==> config.mk <==
export PLATFORM = sky130hd
export DESIGN_NAME = snapshot_capture_ctrl
export DESIGN_NICKNAME = d
export VERILOG_FILES = /design/src/rtl/snapshot_capture_ctrl.sv
export SDC_FILE = /design/constraint.sdc
export NUM_CORES = 1
export LEC_CHECK = 0
export CAP_MARGIN = 15
export CORE_MARGIN = 2
export CORE_UTILIZATION = 41
export CTS_BUF_LIST = sky130_fd_sc_hd__clkbuf_8 sky130_fd_sc_hd__clkbuf_16
export DETAILED_ROUTE_END_ITERATION = 8
export PLACE_DENSITY = 0.83
export SLEW_MARGIN = 20
export SYNTH_ARGS = -nofsm -noshare
export SYNTH_HDL_FRONTEND = slang
export SYNTH_SLANG_ARGS = --single-unit
==> constraint.sdc <==
create_clock -name clk -period 5.6 [get_ports clk]
set_clock_uncertainty 0.1 [all_clocks]
set_input_delay 0.84 -clock clk [delete_from_list [all_inputs] [get_ports clk]]
set_output_delay 0.84 -clock clk [all_outputs]
set_load 0.01 [all_outputs]
==> src/rtl/snapshot_capture_ctrl.sv <==
// Snapshot capture controller: arms on a ctrl_arm rising edge, waits for a
// trigger, then streams valid input words into a BRAM port-A, either one-shot
// (fills the memory once) or circular (runs until a stop request).
module snapshot_capture_ctrl #(
    parameter int unsigned DATA_W = 128,
    parameter int unsigned ADDR_W = 12
) (
    input  logic              clk,
    input  logic              rst,
    input  logic [DATA_W-1:0] din,
    input  logic              din_vld,
    input  logic              trig,
    input  logic              ctrl_arm,
    input  logic              ctrl_trig_imm,
    input  logic              ctrl_circ,
    input  logic              ctrl_stop,
    output logic              bram_we,
    output logic              bram_en_a,
    output logic [ADDR_W-1:0] bram_addr,
    output logic [DATA_W-1:0] bram_wr_data,
    output logic [ADDR_W-1:0] status_addr,
    output logic [ADDR_W:0]   status_count,
    output logic              status_done,
    output logic              status_busy
);

    typedef enum logic [1:0] {StIdle, StArmed, StCapture, StDone} state_e;

    localparam logic [ADDR_W-1:0] PtrMax   = '1;
    localparam logic [ADDR_W:0]   CountMax = {1'b1, {ADDR_W{1'b0}}};

    state_e              state_q, state_d;
    logic                arm_q;
    logic                circ_q, circ_d;
    logic                imm_q, imm_d;
    logic [ADDR_W-1:0]   wptr_q, wptr_d;
    logic                we_q, we_d;
    logic [ADDR_W-1:0]   addr_q, addr_d;
    logic [DATA_W-1:0]   wdata_q, wdata_d;
    logic [ADDR_W-1:0]   saddr_q, saddr_d;
    logic [ADDR_W:0]     count_q, count_d;
    logic                done_q, done_d;
    logic                arm_edge;
    logic                wr;

    assign arm_edge = ctrl_arm & ~arm_q;

    // Next-state, write decision and status bookkeeping.
    always_comb begin
        state_d = state_q;
        circ_d  = circ_q;
        imm_d   = imm_q;
        wptr_d  = wptr_q;
        we_d    = 1'b0;
        addr_d  = addr_q;
        wdata_d = wdata_q;
        saddr_d = saddr_q;
        count_d = count_q;
        // done lags entry into StDone by one cycle so it follows the final write
        done_d  = done_q | (state_q == StDone);
        wr      = 1'b0;

        if (arm_edge) begin
            // Arm wins over any same-cycle trigger; mode bits latch only here.
            state_d = StArmed;
            circ_d  = ctrl_circ;
            imm_d   = ctrl_trig_imm;
            wptr_d  = '0;
            saddr_d = '0;
            count_d = '0;
            done_d  = 1'b0;
        end else begin
            unique case (state_q)
                StIdle: ;
                StArmed: begin
                    if (din_vld && (trig || imm_q)) begin
                        wr      = 1'b1;
                        state_d = StCapture;
                    end
                end
                StCapture: begin
                    if (din_vld) begin
                        wr = 1'b1;
                        if (!circ_q && (wptr_q == PtrMax)) begin
                            state_d = StDone;
                        end
                    end
                    if (ctrl_stop) begin
                        state_d = StDone;
                    end
                end
                StDone: ;
                default: state_d = StIdle;
            endcase
        end

        if (wr) begin
            we_d    = 1'b1;
            addr_d  = wptr_q;
            wdata_d = din;
            saddr_d = wptr_q;
            wptr_d  = wptr_q + 1'b1;
            if (count_q != CountMax) begin
                count_d = count_q + 1'b1;
            end
        end
    end

    // Control and status registers with synchronous reset.
    always_ff @(posedge clk) begin
        if (rst) begin
            state_q <= StIdle;
            arm_q   <= 1'b0;
            circ_q  <= 1'b0;
            imm_q   <= 1'b0;
            wptr_q  <= '0;
            we_q    <= 1'b0;
            addr_q  <= '0;
            saddr_q <= '0;
            count_q <= '0;
            done_q  <= 1'b0;
        end else begin
            state_q <= state_d;
            arm_q   <= ctrl_arm;
            circ_q  <= circ_d;
            imm_q   <= imm_d;
            wptr_q  <= wptr_d;
            we_q    <= we_d;
            addr_q  <= addr_d;
            saddr_q <= saddr_d;
            count_q <= count_d;
            done_q  <= done_d;
        end
    end

    // Write data register; only meaningful while bram_we is high, so no reset.
    always_ff @(posedge clk) begin
        wdata_q <= wdata_d;
    end

    assign bram_we      = we_q;
    assign bram_en_a    = we_q;
    assign bram_addr    = addr_q;
    assign bram_wr_data = wdata_q;
    assign status_addr  = saddr_q;
    assign status_count = count_q;
    assign status_done  = done_q;
    assign status_busy  = (state_q == StArmed) || (state_q == StCapture);

endmodule

==> flow_summary.yaml, run 1 <==
placement:
  gp_congestion: 0.830
  io_buffers: 304
  hpwlAfterDp_mm: 13.7
global_routing:
  grt.total_usage_pct: 22.4
  grt_pass1_wl_mm: 27.2
  antenna_found_initial: 3
  grt_max_degree: 74
  grt_overflow: 0
  first_global_vias: 4617
yosys:
  ys_seq_area_share_pct: 78.5
  yosys-mux-area-fraction_pct: 2.37
  synth.net_count: 548
  ys_seq_elements: 184
  synth_edf_count: 128
  synth_compound_area_share_pct: 6.25
  yosysWarnings: 0
  synth.distinct_cells: 43
  synthCells: 406
  synthAdderAreaFrac_pct: 1.19
  syn_avg_cell_area_sq_um: 15.6
  async_reset_ff_share_pct: 0
  mappedNetlistArea_sq_um: 6320
  synth_top_family_by_area: "simple AND/OR/NAND/NOR gates"
  yosys.area_share.simple_pct: 8.66
  synth_flop_cell: "edfxtp_1"
  synthXorXnorAreaFrac_pct: 0.554
timing:
  fmax_ghz: 0.313
  fin_crit_sh_pct: 57.1
  rsz0062_at_grt: "false"
  hold_violations: 0
  final.min_clock_period_ns: 3.20
  tns_ns: 0
  slew_headroom_pct: 37.6
  tightest_slew_ns: 0.936
  setup_violations: 0
  whs_ns: 0.359
  slew_violations: 0
drt:
  vias: 4555
  drt-wirelength-per-cell_um: 20.4
  ant_nets: 0
  wl_mm: 18.7
  drt_iter0_drc: 318
  routed_via_density: 4.96
  drc: 0
  dr.pass1.iters: 4
layout:
  drive_above_1_share_pct: 5.09
  fillers: 1025
  final_nets: 856
  syn_to_final_growth_pct: 60.5
clock_network:
  cts_max_path_buffers: 2
  cts_tree: "yes"
  cts_resized: 0
  htreeDepth: 4
  cts-root-buf: "clkbuf_16"
  cts_sinks: 184
  cts_buffers: 17
  insertion_delay_ns: 0.43
  cts.clk_slew.worst_paths_ns: 0.06
  postCtsHoldBufs: 0
  post-cts-setup-buffers: 0
job:
  drv_cap: 0
critical_path:
  r2r-start: "state_q[0]"
  cp.required_ns: 5.60
  ff2ff_path_depth: 6
  arrival_ns: 3.20
  startpoint: "din_vld"
  worstSetupStartpointType: "input pin"
  crit_path_end_kind: "flop"
  r2r-end: "bram_wr_data[63]"
  endpoint: "bram_wr_data[63]"
  r2r_slack_ns: 2.45
  worstSetupPathType: "in -> reg"
  path_max_fanout: 73
die:
  start_util_pct: 41.8
  io_pins: 305
  dieWidth_um: 128
  core_region_area_sq_um: 15100
  dieArea_sq_um: 16400
  die-height_um: 128
  rows: 45
power_and_ir_drop:
  leakage_uw: 0.00348
  switching_power_uw: 567
  internal_power_uw: 2320
  power_uw: 2890
  switching_share_pct: 19.6
  power.density_nw_per_um2: 284
  irDropWorstVdd_v: 0.000206
  pwr-share-comb_pct: 5.4
  clkPwrFrac_pct: 43.7
  p_seq_share_pct: 50.9
worst_hold_path:
  min-delay-start: "status_addr[0]"
  hold_path.class: "reg -> reg"
outcome:
  status: "complete, no violations"
area by class of cell:
| type | count | area (sq um) | share of cell area, % |
|---|---|---|---|
| well taps | 188 | 235 | 2.32 |
| flip-flops and latches | 184 | 4960 | 48.9 |
| repair buffers | 306 | 3070 | 30.2 |
| clock buffers | 17 | 425 | 4.19 |
| inverters | 10 | 40.0 | 0.394 |
| diodes | 3 | 7.51 | 0.0739 |
| multi-input cells | 195 | 1210 | 11.9 |
| clock inverters | 15 | 198 | 1.95 |
cells in the final DEF (no fill, tap or decap), types with 10 or more instances in the layout:
cell type	n
nor2_1	24
or4_1	10
nand2_1	33
clkdlybuf4s50_1	304
o21ai_0	11
mux2i_1	15
dfxtp_1	56
inv_1	10
clkbuf_16	17
a21oi_1	31
edfxtp_1	128
power groups by stage:
stage	sequential (uW)	combinational [uW]	clock [uW]
2_1_floorplan	1500	32.0	0
3_3_place_gp	1500	148	0
3_5_place_dp	1500	153	0
4_1_cts	1470	155	1280
5_1_grt	1470	164	1340
6_report	1470	156	1260
registers in the layout, indices dropped and copies added (netlist names):
name          count
arm_q             1
status_count     13
status_addr      12
wptr_q           12
bram_en_a         1
state_q           2
status_done       1
bram_addr        12
imm_q             1
circ_q            1
bram_wr_data    128
metrics by stage:
stage	instances	util, %	setup slack, ns	instance area, sq um
2_1_floorplan	406	-	1.11	6320
3_3_place_gp	883	62.8	2.10	9510
3_5_place_dp	883	62.8	2.01	9510
4_1_cts	915	66.9	2.47	10100
5_1_grt	918	67.0	2.23	10200
6_report	918	67.0	2.40	10200
critical path: stages:
cell             delay (ns)
clkdlybuf4s50_1        0.49
and2b_1                0.33
o211ai_4               0.34
inv_4                  0.78
buf_12                 0.37
worst min path at each step:
stage                      to  depth (start not counted)
5_1_grt        status_addr[7]                          2
3_5_place_dp   status_addr[7]                          2
2_1_floorplan  status_addr[8]                          2
6_report       status_addr[0]                          2
3_3_place_gp   status_addr[7]                          2
4_1_cts        status_addr[7]                          2
logic make-up (layout without fill, tap and decap cells):
kind of cell	Yosys count	count (layout)
flip-flops	184	184
other	0	3
AO/OA/AOI/OAI	64	64
buffers and inverters	27	348
multiplexers	15	15
AND/OR/NAND/NOR	106	106
XOR/XNOR	4	4
adder cells (fa/ha/maj)	6	6
cell usage after synthesis (2+ instances only):
cell / instances / area, sq um
or4_1: 10 / 75.1
nor4_1: 3 / 18.8
nor2b_1: 2 / 12.5
edfxtp_1: 128 / 3840
a21oi_1: 31 / 155
or3_1: 8 / 50.1
o41ai_1: 2 / 17.5
o2111ai_1: 2 / 17.5
a31oi_1: 2 / 12.5
inv_1: 10 / 37.5
nor2_1: 24 / 90.1
ha_1: 6 / 75.1
nand2_1: 33 / 124
dfxtp_1: 56 / 1120
o21ai_0: 11 / 55.1
and3_1: 5 / 31.3
buf_4: 2 / 15.0
a311oi_1: 2 / 17.5
nand3_1: 8 / 40.0
xor2_1: 3 / 26.3
nand2b_1: 2 / 12.5
buf_6: 6 / 67.6
buf_2: 2 / 10.0
o31ai_1: 7 / 52.6
nand4_1: 3 / 18.8
o211ai_1: 2 / 15.0
clkbuf_1: 6 / 22.5
mux2i_1: 15 / 150
per-layer routing:
metal	global-route usage [%]	up-vias	wire [um]
li1	-	2135	-
met1	23.9	2184	6700
met2	40.8	203	10200
met3	6.89	33	1270
met4	9.83	0	508
met5	0	-	0
No activity file was read; power rests on OpenSTA's default activity.
==> run 2: changes to the inputs <==
--- a/config.mk
+++ b/config.mk
@@ -7,10 +7,10 @@
 export LEC_CHECK = 0
 export CAP_MARGIN = 15
 export CORE_MARGIN = 2
-export CORE_UTILIZATION = 41
+export CORE_UTILIZATION = 37
 export CTS_BUF_LIST = sky130_fd_sc_hd__clkbuf_8 sky130_fd_sc_hd__clkbuf_16
 export DETAILED_ROUTE_END_ITERATION = 8
-export PLACE_DENSITY = 0.83
+export PLACE_DENSITY = 0.79
 export SLEW_MARGIN = 20
 export SYNTH_ARGS = -nofsm -noshare
 export SYNTH_HDL_FRONTEND = slang
==> constraint.sdc (replaced) <==
create_clock -name clk -period 2.6 [get_ports clk]
set_clock_uncertainty 0.1 [all_clocks]
set_input_delay 0.39 -clock clk [delete_from_list [all_inputs] [get_ports clk]]
set_output_delay 0.39 -clock clk [all_outputs]
set_load 0.01 [all_outputs]
==> run 2 against run 1 <==
Effect of this change:
- sequential power increased by 110%
- register-to-register slack got worse by 2.1 ns
- utilization down 5.0 points
- die area rose by 10%
- critical path type is now reg -> reg
- critical endpoint is now status_addr[10]
- largest cell class unchanged
- largest power group unchanged
==> flow_summary.yaml, run 2 (synthesis gave the netlist of run 1 again) <==
critical_path:
  cp.required_ns: 2.85
  arrival_ns: 2.54
  crit_path_end_kind: "flop"
  r2r_slack_ns: 0.31
  critPathSlowestCell: "o21ai_2"
  path_buf_inv: 2
  cp.depth: 7
  ff2ff_path_depth: 7
  r2r-end: "status_addr[10]"
  cp_top_family: "compound AO/OA/AOI/OAI gates"
  cp_slowest_stage_delay_ns: 0.72
  r2r-start: "state_q[1]"
  worstSetupStartpointType: "flop"
  crit_chain: "inv_1 -> ha_1 -> o21a_4 -> o21ai_2 -> buf_4 -> nand2_1 -> a21oi_1"
  path_max_fanout: 25
  worstSetupPathType: "reg -> reg"
die:
  dieArea_sq_um: 18200
  dieWidth_um: 135
  start_util_pct: 38.0
  rows: 47
  die-height_um: 135
  io_pins: 305
  core_region_area_sq_um: 16600
worst_hold_path:
  min_to: "status_addr[5]"
  min-delay-start: "status_addr[5]"
  hold_path.class: "reg -> reg"
  whs_path_depth: 2
layout:
  mostFrequentLayoutCell: "clkdlybuf4s50_1"
  stdcell_count: 964
  layout_common_cells: "clkdlybuf4s50_1, edfxtp_1, dfxtp_1"
  final_core_util_pct: 62.0
  drive_above_1_share_pct: 7.57
  largest_reg_flops: 128
  final_nets: 869
  syn_to_final_growth_pct: 63.1
timing:
  slew_headroom_pct: 37.6
  setup_violations: 0
  final.min_clock_period_ns: 2.29
  tns_ns: 0
  fin_crit_sh_pct: 88.2
  setup_ws_ns: 0.308
  hold_violations: 0
  whs_ns: 0.367
  rsz0062_at_grt: "false"
  fmax_ghz: 0.436
  tightest_slew_ns: 0.936
  slew_violations: 0
power_and_ir_drop:
  irDropWorstVdd_v: 0.000446
  p_seq_share_pct: 52.8
  switching_power_uw: 1330
  power.density_nw_per_um2: 581
  pwr-share-comb_pct: 5.8
  clkPwrFrac_pct: 41.5
  leakage_uw: 0.00353
  internal_power_uw: 4670
  switching_share_pct: 22.1
drt:
  top_layer: "met4"
  wl_met1_mm: 6.60
  drt-wirelength-per-cell_um: 19.4
  wl_mm: 18.7
  dr.pass1.iters: 4
  vias: 4604
  routed_via_density: 4.78
  ant_nets: 0
  dr_wl_met3_mm: 1.53
  drt_iter0_drc: 315
  wl_met2_mm: 10.2
  drc: 0
clock_network:
  cts_tree: "yes"
  htreeDepth: 4
  cts.clk_slew.worst_paths_ns: 0.07
  post-cts-setup-buffers: 0
  insertion_delay_ns: 0.43
  postCtsHoldBufs: 0
  cts_sinks: 184
  cts-root-buf: "clkbuf_16"
  cts_max_path_buffers: 2
  cts_buffers: 17
  cts_resized: 0
job:
  drv_cap: 0
global_routing:
  grt.total_usage_pct: 20.7
  grt_overflow: 0
  grt_max_degree: 37
  grt_pass1_wl_mm: 27.4
  first_global_vias: 4529
  antenna_found_initial: 4
placement:
  gp_congestion: 0.865
  io_buffers: 304
  pre_cts_slack_ns: 0.0999
  hpwlAfterDp_mm: 14.7
  dp.cells: 928
outcome:
  status: "complete, no violations"
run 2: changes by cell type in the layout (fill, tap and decap cells not counted), sizes merged:
cell,delta
inv,+3
clkinvlp,-1
bufinv,-4
diode,+1
buf,+13
clkinv,+2
run 2: metrics by stage:
step | instance area (sq um) | power [uW]
floorplan | 6350 | 3310
global placement | 9720 | 3560
global route | 10300 | 6180
CTS | 10300 | 6050
detailed placement | 9720 | 3570
finish | 10300 | 6000
run 2: final cells by class:
class / instances / area, sq um
timing repair buffer: 319 / 3220
clock buffer: 17 / 425
fill: 1250 / 6330
clock inverter: 15 / 156
sequential: 184 / 4970
multi-input combinational: 195 / 1220
tap: 220 / 275
inverter: 10 / 41.3
antenna: 4 / 10.0
run 2: power by group through the flow:
| stage | Combinational (uW) | Sequential, uW | Clock [uW] |
|---|---|---|---|
| after detailed placement | 343 | 3230 | 0 |
| after global placement | 334 | 3230 | 0 |
| final | 345 | 3160 | 2490 |
| after CTS | 345 | 3160 | 2540 |
| after floorplan | 72.4 | 3240 | 0 |
| after global routing | 365 | 3170 | 2650 |
run 2: tightest hold or removal path, delay by kind of cell (launching register included):
family | cells | cell delay (ns)
DFF | 1 | 0.32
AOI/OAI and AO/OA | 1 | 0.05
and+or+nand+nor | 1 | 0.05
run 2: how the worst max path moves through the flow:
| stage | start | endpoint | slack, ns |
|---|---|---|---|
| 3_5_place_dp | trig | status_addr[10] | 0.1 |
| 5_1_grt | state_q[1] | status_addr[10] | 0.16 |
| 4_1_cts | state_q[1] | status_addr[10] | 0.31 |
| 2_1_floorplan | state_q[0] | bram_wr_data[0] | -1.06 |
| 6_report | state_q[1] | status_addr[10] | 0.31 |
| 3_3_place_gp | trig | bram_wr_data[119] | 0.17 |
run 2: metal layers:
metal  vias up  global-route usage [%]
li1       2177                       -
met1      2188                    22.9
met2       217                    36.7
met3        22                    6.23
met4         0                    9.06
met5         -                       0
==> run 3: changes to the inputs <==
--- a/config.mk
+++ b/config.mk
@@ -10,7 +10,9 @@
 export CORE_UTILIZATION = 37
 export CTS_BUF_LIST = sky130_fd_sc_hd__clkbuf_8 sky130_fd_sc_hd__clkbuf_16
 export DETAILED_ROUTE_END_ITERATION = 8
+export MAX_ROUTING_LAYER = met4
 export PLACE_DENSITY = 0.79
+export SKIP_LAST_GASP = 1
 export SLEW_MARGIN = 20
 export SYNTH_ARGS = -nofsm -noshare
 export SYNTH_HDL_FRONTEND = slang
==> run 3 against run 2 <==
Effect of this change:
- non-clock buffer count unchanged
- combinational power about the same
- total power up 0.15%
- die area unchanged
- utilization unchanged
- critical endpoint unchanged
- setup slack worse by 0.016 ns
==> flow_summary.yaml, run 3 (synthesis gave the netlist of run 1 again) <==
drt:
  top_layer: "met4"
  wl_mm: 18.8
  dr_wl_met3_mm: 1.56
  drc: 0
  ant_nets: 0
  wl_met2_mm: 10.3
  routed_via_density: 4.79
  dr.pass1.iters: 4
  vias: 4619
  drt-wirelength-per-cell_um: 19.5
  drt_iter0_drc: 345
  wl_met1_mm: 6.61
worst_hold_path:
  whs_path_depth: 2
  hold_path.class: "reg -> reg"
layout:
  drive_above_1_share_pct: 7.57
  largest_reg_flops: 128
  final_nets: 869
  final_area_sq_um: 10300
  syn_to_final_growth_pct: 63.1
  stdcell_count: 964
  layout_common_cells: "clkdlybuf4s50_1, edfxtp_1, dfxtp_1"
  final_core_util_pct: 62.0
  mostFrequentLayoutCell: "clkdlybuf4s50_1"
power_and_ir_drop:
  pwr-share-comb_pct: 5.8
  power.density_nw_per_um2: 582
  clkPwrFrac_pct: 41.6
  switching_power_uw: 1340
  p_seq_share_pct: 52.7
  power_uw: 6010
  irDropWorstVdd_v: 0.000448
  switching_share_pct: 22.2
  internal_power_uw: 4670
  leakage_uw: 0.00353
clock_network:
  cts_max_path_buffers: 2
  cts_tree: "yes"
  cts-root-buf: "clkbuf_16"
  post-cts-setup-buffers: 0
  postCtsHoldBufs: 0
  cts_resized: 0
  cts_sinks: 184
  insertion_delay_ns: 0.43
  htreeDepth: 4
  cts.clk_slew.worst_paths_ns: 0.07
  cts_buffers: 17
global_routing:
  grt.total_usage_pct: 21.3
  antenna_found_initial: 4
  grt_overflow: 0
  grt_max_degree: 37
  first_global_vias: 4525
  grt_pass1_wl_mm: 27.5
critical_path:
  arrival_ns: 2.56
  startpoint: "state_q[1]"
  worstSetupPathType: "reg -> reg"
  crit_path_end_kind: "flop"
  r2r_slack_ns: 0.29
  r2r-end: "status_addr[10]"
  r2r-start: "state_q[1]"
  worstSetupStartpointType: "flop"
  cp.required_ns: 2.85
  path_max_fanout: 25
  ff2ff_path_depth: 7
  endpoint: "status_addr[10]"
placement:
  io_buffers: 304
  hpwlAfterDp_mm: 14.7
  placed_area_sq_um: 9720
  gp_congestion: 0.879
  dp.cells: 928
timing:
  tns_ns: 0
  fmax_ghz: 0.433
  rsz0062_at_grt: "false"
  fin_crit_sh_pct: 88.8
  slew_violations: 0
  tightest_slew_ns: 0.958
  final.min_clock_period_ns: 2.31
  slew_headroom_pct: 36.1
  hold_violations: 0
  setup_violations: 0
die:
  io_pins: 305
  start_util_pct: 38.0
  rows: 47
  dieArea_sq_um: 18200
  dieWidth_um: 135
  die-height_um: 135
  core_region_area_sq_um: 16600
outcome:
  status: "complete, no violations"
job:
  drv_cap: 0
[run 3: cell counts in the layout (fill, tap and decap cells not counted)]
No cell type changed its count.
[run 3: area by class of cell]
type	count	area [sq um]
clock buffer	17	425
antenna	4	10.0
fill	1250	6330
timing repair buffer	319	3220
tap	220	275
multi-input combinational	195	1220
clock inverter	15	156
sequential	184	4970
inverter	10	41.3
[run 3: critical path, stage by stage (launching register included)]
cell,delay (ns)
dfxtp_2,0.39
inv_1,0.08
ha_1,0.23
o21a_4,0.16
o21ai_2,0.74
buf_4,0.28
nand2_1,0.07
a21oi_1,0.17
[run 3: worst min path at each step]
stage                    from               end  slack [ns]
3_3_place_gp   status_addr[5]    status_addr[5]        0.35
2_1_floorplan       wptr_q[8]    status_addr[8]        0.36
6_report       status_addr[5]    status_addr[5]        0.36
4_1_cts        status_addr[5]    status_addr[5]        0.36
5_1_grt               din[60]  bram_wr_data[60]        0.38
3_5_place_dp   status_addr[5]    status_addr[5]        0.35
[run 3: per-layer routing]
| layer | vias to the layer above | GRT usage [%] |
|---|---|---|
| li1 | 2175 | - |
| met1 | 2193 | 23.0 |
| met2 | 230 | 36.7 |
| met3 | 21 | 6.16 |
| met4 | 0 | 9.12 |
| met5 | - | - |
[run 3: power by group through the flow]
stage,Clock [uW],Sequential (uW),Combinational (uW)
floorplan,0,3240,72.4
global placement,0,3230,334
detailed placement,0,3230,343
CTS,2540,3160,345
global route,2650,3170,365
finish,2500,3160,345
[run 3: metrics by stage]
stage          setup WS (ns)  hold slack (ns)
2_1_floorplan          -1.06            0.355
3_3_place_gp           0.169            0.349
3_5_place_dp          0.0999            0.354
4_1_cts                0.306            0.364
5_1_grt                0.151            0.384
6_report               0.291            0.363
